--- src/rtl/riscv_ctrl_pkg.sv ---
// Shared encodings for the multi-cycle RV32I control unit:
// opcodes, FSM states, ALU op classes and datapath mux selects.
package riscv_ctrl_pkg;

    localparam logic [6:0] OP_LOAD   = 7'b0000011;
    localparam logic [6:0] OP_STORE  = 7'b0100011;
    localparam logic [6:0] OP_R      = 7'b0110011;
    localparam logic [6:0] OP_I      = 7'b0010011;
    localparam logic [6:0] OP_BRANCH = 7'b1100011;
    localparam logic [6:0] OP_JAL    = 7'b1101111;

    typedef logic [3:0] state_t;

    localparam state_t S_FETCH    = 4'd0;
    localparam state_t S_DECODE   = 4'd1;
    localparam state_t S_MEMADR   = 4'd2;
    localparam state_t S_MEMREAD  = 4'd3;
    localparam state_t S_MEMWB    = 4'd4;
    localparam state_t S_MEMWRITE = 4'd5;
    localparam state_t S_EXECR    = 4'd6;
    localparam state_t S_EXECI    = 4'd7;
    localparam state_t S_ALUWB    = 4'd8;
    localparam state_t S_BRANCH   = 4'd9;
    localparam state_t S_JAL      = 4'd10;
    localparam state_t S_TRAP     = 4'd11;

    typedef enum logic [1:0] {
        ALUOP_ADD  = 2'b00,
        ALUOP_SUB  = 2'b01,
        ALUOP_FUNC = 2'b10
    } aluop_e;

    localparam logic [2:0] ALU_ADD = 3'b000;
    localparam logic [2:0] ALU_SUB = 3'b001;
    localparam logic [2:0] ALU_AND = 3'b010;
    localparam logic [2:0] ALU_OR  = 3'b011;
    localparam logic [2:0] ALU_SLT = 3'b101;

    localparam logic [1:0] RES_ALUOUT = 2'b00;
    localparam logic [1:0] RES_DATA   = 2'b01;
    localparam logic [1:0] RES_ALURES = 2'b10;

    localparam logic [1:0] SRCA_PC    = 2'b00;
    localparam logic [1:0] SRCA_OLDPC = 2'b01;
    localparam logic [1:0] SRCA_A     = 2'b10;

    localparam logic [1:0] SRCB_B    = 2'b00;
    localparam logic [1:0] SRCB_IMM  = 2'b01;
    localparam logic [1:0] SRCB_FOUR = 2'b10;

    localparam logic [1:0] IMM_I = 2'b00;
    localparam logic [1:0] IMM_S = 2'b01;
    localparam logic [1:0] IMM_B = 2'b10;
    localparam logic [1:0] IMM_J = 2'b11;

    function automatic logic [1:0] imm_src(input logic [6:0] op);
        logic [1:0] s;
        s = IMM_I;
        unique case (1'b1)
            op == OP_STORE:  s = IMM_S;
            op == OP_BRANCH: s = IMM_B;
            op == OP_JAL:    s = IMM_J;
            default:         s = IMM_I;
        endcase
        return s;
    endfunction

endpackage

--- src/rtl/multicycle_control_unit_alu_decoder.sv ---
// ALU control decode: ALUOp class plus funct fields -> ALUControl,
// and a flag for funct encodings this core does not implement.
module mc_alu_decoder
    import riscv_ctrl_pkg::*;
#(
    parameter int ALUCTRL_W = 3
) (
    input  aluop_e               aluop,
    input  logic [6:0]           op,
    input  logic [2:0]           funct3,
    input  logic [6:0]           funct7,
    output logic [ALUCTRL_W-1:0] alu_control,
    output logic                 bad_funct
);

    logic [2:0] ctrl;
    logic       is_r;
    logic       is_i;

    assign is_r = (op == OP_R);
    assign is_i = (op == OP_I);

    always_comb begin
        ctrl = ALU_ADD;
        unique case (aluop)
            ALUOP_SUB: ctrl = ALU_SUB;
            ALUOP_FUNC: begin
                unique case (1'b1)
                    funct3 == 3'b000:
                        ctrl = (op[5] & funct7[5]) ? ALU_SUB : ALU_ADD;
                    funct3 == 3'b010: ctrl = ALU_SLT;
                    funct3 == 3'b110: ctrl = ALU_OR;
                    funct3 == 3'b111: ctrl = ALU_AND;
                    default:          ctrl = ALU_ADD;
                endcase
            end
            default: ctrl = ALU_ADD;
        endcase
    end

    always_comb begin
        bad_funct = 1'b0;
        if (is_r || is_i) begin
            unique case (funct3)
                3'b000, 3'b010, 3'b110, 3'b111: bad_funct = 1'b0;
                default:                        bad_funct = 1'b1;
            endcase
        end
        // Only the add/sub distinction lives in funct7 here
        if (is_r && funct7 != 7'b0000000 && funct7 != 7'b0100000)
            bad_funct = 1'b1;
    end

    assign alu_control = ALUCTRL_W'(ctrl);

endmodule

--- src/rtl/multicycle_control_unit.sv ---
// Multi-cycle RV32I control FSM with memory-ready stalls,
// optional BNE and a sticky illegal-instruction trap.
module multicycle_control_unit
    import riscv_ctrl_pkg::*;
#(
    parameter bit USE_MEM_READY = 1'b1,
    parameter bit SUPPORT_BNE   = 1'b1,
    parameter int ALUCTRL_W     = 3
) (
    input  logic                 clk,
    input  logic                 rst,
    input  logic [6:0]           Op,
    input  logic [2:0]           funct3,
    input  logic [6:0]           funct7,
    input  logic                 zero,
    input  logic                 mem_ready,
    output logic                 PCWrite,
    output logic                 AdrSrc,
    output logic                 MemWrite,
    output logic                 IRWrite,
    output logic [1:0]           ResultSrc,
    output logic [1:0]           ALUSrcA,
    output logic [1:0]           ALUSrcB,
    output logic [1:0]           ImmSrc,
    output logic                 RegWrite,
    output logic [ALUCTRL_W-1:0] ALUControl,
    output logic                 instr_done,
    output logic                 illegal
);

    state_t state;
    state_t next;
    logic   ill_q;
    logic   ready;
    logic   is_bne;
    logic   branch_ok;
    logic   bad_funct;
    aluop_e aluop;

    assign ready     = USE_MEM_READY ? mem_ready : 1'b1;
    assign is_bne    = SUPPORT_BNE && (funct3 == 3'b001);
    assign branch_ok = (funct3 == 3'b000) || is_bne;

    mc_alu_decoder #(
        .ALUCTRL_W(ALUCTRL_W)
    ) u_alu_dec (
        .aluop      (aluop),
        .op         (Op),
        .funct3     (funct3),
        .funct7     (funct7),
        .alu_control(ALUControl),
        .bad_funct  (bad_funct)
    );

    always_comb begin
        next = state;
        unique case (state)
            S_FETCH:  if (ready) next = S_DECODE;
            S_DECODE: begin
                unique case (1'b1)
                    Op == OP_LOAD || Op == OP_STORE:
                        next = S_MEMADR;
                    Op == OP_R:
                        next = bad_funct ? S_TRAP : S_EXECR;
                    Op == OP_I:
                        next = bad_funct ? S_TRAP : S_EXECI;
                    Op == OP_BRANCH:
                        next = branch_ok ? S_BRANCH : S_TRAP;
                    Op == OP_JAL:
                        next = S_JAL;
                    default:
                        next = S_TRAP;
                endcase
            end
            S_MEMADR:
                next = (Op == OP_STORE) ? S_MEMWRITE : S_MEMREAD;
            S_MEMREAD:  if (ready) next = S_MEMWB;
            S_MEMWB:    next = S_FETCH;
            S_MEMWRITE: if (ready) next = S_FETCH;
            S_EXECR:    next = S_ALUWB;
            S_EXECI:    next = S_ALUWB;
            S_ALUWB:    next = S_FETCH;
            S_BRANCH:   next = S_FETCH;
            S_JAL:      next = S_ALUWB;
            S_TRAP:     next = S_TRAP;
            default:    next = S_FETCH;
        endcase
    end

    always_ff @(posedge clk) begin
        if (rst) begin
            state <= S_FETCH;
            ill_q <= 1'b0;
        end else begin
            state <= next;
            ill_q <= ill_q | (next == S_TRAP);
        end
    end

    // Enables are suppressed while rst is high so no store or
    // register write can escape in the reset cycle.
    always_comb begin
        PCWrite    = 1'b0;
        AdrSrc     = 1'b0;
        MemWrite   = 1'b0;
        IRWrite    = 1'b0;
        RegWrite   = 1'b0;
        instr_done = 1'b0;
        ResultSrc  = RES_ALUOUT;
        ALUSrcA    = SRCA_PC;
        ALUSrcB    = SRCB_B;
        aluop      = ALUOP_ADD;
        if (!rst) begin
            unique case (state)
                S_FETCH: begin
                    IRWrite   = ready;
                    PCWrite   = ready;
                    ALUSrcB   = SRCB_FOUR;
                    ResultSrc = RES_ALURES;
                end
                S_DECODE: begin
                    ALUSrcA = SRCA_OLDPC;
                    ALUSrcB = SRCB_IMM;
                end
                S_MEMADR: begin
                    ALUSrcA = SRCA_A;
                    ALUSrcB = SRCB_IMM;
                end
                S_MEMREAD: AdrSrc = 1'b1;
                S_MEMWB: begin
                    ResultSrc  = RES_DATA;
                    RegWrite   = 1'b1;
                    instr_done = 1'b1;
                end
                S_MEMWRITE: begin
                    AdrSrc     = 1'b1;
                    MemWrite   = 1'b1;
                    instr_done = ready;
                end
                S_EXECR: begin
                    ALUSrcA = SRCA_A;
                    ALUSrcB = SRCB_B;
                    aluop   = ALUOP_FUNC;
                end
                S_EXECI: begin
                    ALUSrcA = SRCA_A;
                    ALUSrcB = SRCB_IMM;
                    aluop   = ALUOP_FUNC;
                end
                S_ALUWB: begin
                    RegWrite   = 1'b1;
                    instr_done = 1'b1;
                end
                S_BRANCH: begin
                    ALUSrcA    = SRCA_A;
                    ALUSrcB    = SRCB_B;
                    aluop      = ALUOP_SUB;
                    PCWrite    = is_bne ? ~zero : zero;
                    instr_done = 1'b1;
                end
                S_JAL: begin
                    ALUSrcA = SRCA_OLDPC;
                    ALUSrcB = SRCB_FOUR;
                    PCWrite = 1'b1;
                end
                default: ;
            endcase
        end
    end

    assign ImmSrc  = imm_src(Op);
    assign illegal = ill_q;

endmodule

--- config.mk ---
export PLATFORM = sky130hd
export DESIGN_NAME = multicycle_control_unit
export DESIGN_NICKNAME = d
export VERILOG_FILES = /design/src/rtl/riscv_ctrl_pkg.sv /design/src/rtl/multicycle_control_unit_alu_decoder.sv /design/src/rtl/multicycle_control_unit.sv
export SDC_FILE = /design/constraint.sdc
export NUM_CORES = 1
export LEC_CHECK = 0
export CORE_MARGIN = 10
export CORE_UTILIZATION = 43
export CTS_CLUSTER_SIZE = 30
export DETAILED_ROUTE_END_ITERATION = 10
export GPL_ROUTABILITY_DRIVEN = 0
export PLACE_DENSITY = 0.83
export SLEW_MARGIN = 20
export SYNTH_ARGS = -nofsm -noshare
export SYNTH_HDL_FRONTEND = slang
export SYNTH_SLANG_ARGS = --single-unit
--- constraint.sdc ---
create_clock -name clk -period 4.15 [get_ports clk]
set_clock_uncertainty 0.05 [all_clocks]
set_input_delay 0.415 -clock clk [delete_from_list [all_inputs] [get_ports clk]]
set_output_delay 0.415 -clock clk [all_outputs]
set_load 0.01 [all_outputs]
==> run_results.csv <==
group,metric,value,unit
status,outcome,"completed",
timing,hold_viol_final,0,
yosys,synth_xor_area_share,6.573,%
clock_tree,cts.sinks,5,
route,router_iterations_before_antenna_repair,4,
yosys,post_synthesis_async_set_or_reset_flop_share,0,%
route,route.vias.total,975,
power,power,504.0,µW
route,drt_wl_total,2442,µm
timing,period_needed,3.370,ns
clock_tree,clock_latency_on_the_worst_skew_pair,0.24,ns
hold_path,hp-class,"register to register",
power,power.share.sequential,24.4,%
yosys,yosys_register_bits,5,
timing,timing_worst_slew_pin_value,0.6309,ns
clock_tree,cts.clk_slew.worst_paths,0.04,ns
floorplanning,placeableCoreArea,0.001745,mm²
route,drt_first_iter_violations,20,
layout,fin_nets,173,
timing,final_max_slew_viol_count,0,
power,power_density,420.5,mW/mm²
yosys,synthesis.nets,137,
power,combPwrFrac,64.3,%
layout,num-fill-cells,141,
grt,groute.usage.overall,12.36,%
grt,first_global_vias,984,
layout,antenna_cells,0,
grt,grt_first_pass_wirelength,4271,µm
worst_setup_path,path_max_fanout,14,
yosys,syn_avg_cell_area,7.013,µm²
yosys,synth_area_in_compound_gates,23.16,%
yosys,synth_simple_gate_area_share,44.91,%
yosys,synth_top_area_cell,"dfxtp_1",
clock_tree,cts_tree,"built",
route,detail_route_met3_wl,241,µm
floorplanning,starting_density_of_the_core,45.81,%
yosys,synthMuxAreaShare,2.504,%
timing,finalSetupViolations,0,
worst_setup_path,setup.worst_path.start_class,"register",
worst_setup_path,crit_required,3.68,ns
power,p_int,278.2,µW
route,maxUsedRoutingLayer,"met4",
clock_tree,cts_root_buf,"clkbuf_4",
clock_tree,cts_max_path_buffers,2,
clock_tree,post_cts_buffers,0,
clock_tree,htree_levels,1,
layout,final_layout_size_suffix_gt1_share,4.027,%
route,detail-route-antenna-nets,0,
timing,layout_worst_path_cycle_share,81.21,%
power,static-leakage-power,0.0004427,µW
layout,area_growth,49.92,%
power,vdd.ir_drop.worst,0.2181,mV
route,drc_errors,0,
placement,hpwl,2005,µm
floorplanning,dieWidth,63.12,µm
timing,grt_setup_unrepaired,"no",
power,clock_power_share,11.3,%
power,netSwitchingFraction,44.79,%
yosys,ys_types,43,
timing,tns,0,ns
yosys,synth_flop_cell,"dfxtp_1",
floorplanning,die_h,63.12,µm
yosys,synth_area,799.5,µm²
yosys,post_synthesis_adder_cell_area_fraction,3.130,%
clock_tree,cts_resized,0,
yosys,synth_seq_area_share,12.52,%
clock_tree,numCtsBuffers,3,
yosys,largest_family_of_logic_cells_by_synthesized_area,"simple AND/OR/NAND/NOR gates",
yosys,synthMostInstantiatedCell,"nand2_1",
power,netSwitchingPower,225.8,µW
clock_tree,cts_hold_repair.buffers,0,
placement,placement.io_buffers,38,
route,viasPerCell,5.603,
grt,antenna_found_initial,0,
grt,pin_count_of_the_biggest_net_entering_global_routing,18,
timing,slew_headroom,57.88,%
yosys,synth_edf_count,0,
timing,fmaxAchievable,296.7,MHz
yosys,synth.top_cells.by_count,"nand2_1, nor2_1, a21oi_1, nor3_1",
grt,gr-total-overflow,0,
worst_setup_path,worst-setup-path-type,"register to primary output",
route,drt-met1-wl,1025,µm
yosys,synthCells,114,
yosys,netlist_top_cells_area,"dfxtp_1, nand2_1, a21oi_1",
yosys,synth_top_area_share,12.52,%
worst_setup_path,end_kind,"primary output",
worst_setup_path,timing.critical_path.arrival,2.91,ns
floorplanning,placementRows,15,
floorplanning,die_area,0.003984,mm²
floorplanning,io_pins,39,
route,wire_per_inst,14.03,µm
route,wl_met2,1164,µm
job,maxCapViolCount,0,
yosys,yosysWarningCount,0,
sequential cells by signal, indices dropped and copies added (netlist names):
register and cells:
illegal 1, state 4
routing by layer:
metal,vias up,GRT usage [%]
met5,-,0
met4,0,4.749
met3,2,5.830
met2,38,20.56
met1,443,13.19
li1,492,-
power by group through the flow:
stage	clock network [µW]	registers [µW]	logic, µW
floorplan	0	84.6	241
global placement	0	122	322
detailed placement	0	123	324
CTS	58.4	122	326
global route	62.4	130	361
finish	56.8	123	324
cell usage in the layout, fill, tap and decap left out, types with 2 or more instances in the layout:
cell type	Yosys	final
nand3_1	3	3
a21oi_1	7	7
xnor2_1	4	4
and4b_1	2	2
a21o_1	2	2
ha_1	2	2
and3_1	4	4
nor3_1	6	6
xor2_1	2	2
clkdlybuf4s50_1	0	38
clkbuf_4	0	3
o21ai_0	5	5
dfxtp_1	5	5
nor4_1	4	4
or3_1	3	3
nand2b_1	5	5
nand3b_1	2	2
nor3b_1	3	3
mux2i_1	2	2
and2_1	3	3
inv_1	5	5
nand2_1	10	10
nor2_1	9	9
final timing paths:
path	from	endpoint	slack, ns	cells past startpoint
max	state[3]	ALUControl[2]	0.78	5
min	illegal	illegal	0.55	2
max reg2reg	state[1]	illegal	2.36	5
min reg2reg	illegal	illegal	0.55	2
critical path, stage by stage (launching register included):
cell and delay [ns]:
dfxtp_1 0.67, inv_1 0.21, or4_1 0.59, ha_1 0.33, nor4_1 0.27, clkdlybuf4s50_1 0.59
cell type report:
| cell class | count | area [µm²] | share of cell area, % |
|---|---|---|---|
| inverter | 5 | 18.77 | 1.566 |
| tap | 25 | 31.28 | 2.610 |
| sequential | 5 | 100.1 | 8.351 |
| clock buffer | 4 | 26.28 | 2.192 |
| multi-input combinational | 97 | 641.9 | 53.55 |
| timing repair buffer | 38 | 380.4 | 31.73 |
metrics by stage:
stage                     setup slack [ns]  hold WS [ns]  std cells  utilization (%)  area (µm²)
after CTS                           0.7618        0.5541        174            68.67        1199
after global placement              0.8614        0.5435        170            67.17        1172
after detailed placement            0.8614        0.5355        170            67.17        1172
after floorplan                      1.874        0.4394        114                -       799.5
final                               0.7797        0.5540        174            68.67        1199
after global routing                0.5883        0.5760        174            68.67        1199
logic make-up after synthesis:
| kind of cell | Yosys count |
|---|---|
| AO/OA/AOI/OAI | 27 |
| XOR/XNOR | 6 |
| adder cells (fa/ha/maj) | 2 |
| buffers and inverters | 12 |
| flip-flops | 5 |
| multiplexers | 2 |
| AND/OR/NAND/NOR | 60 |
No activity file was read; power rests on OpenSTA's default activity.
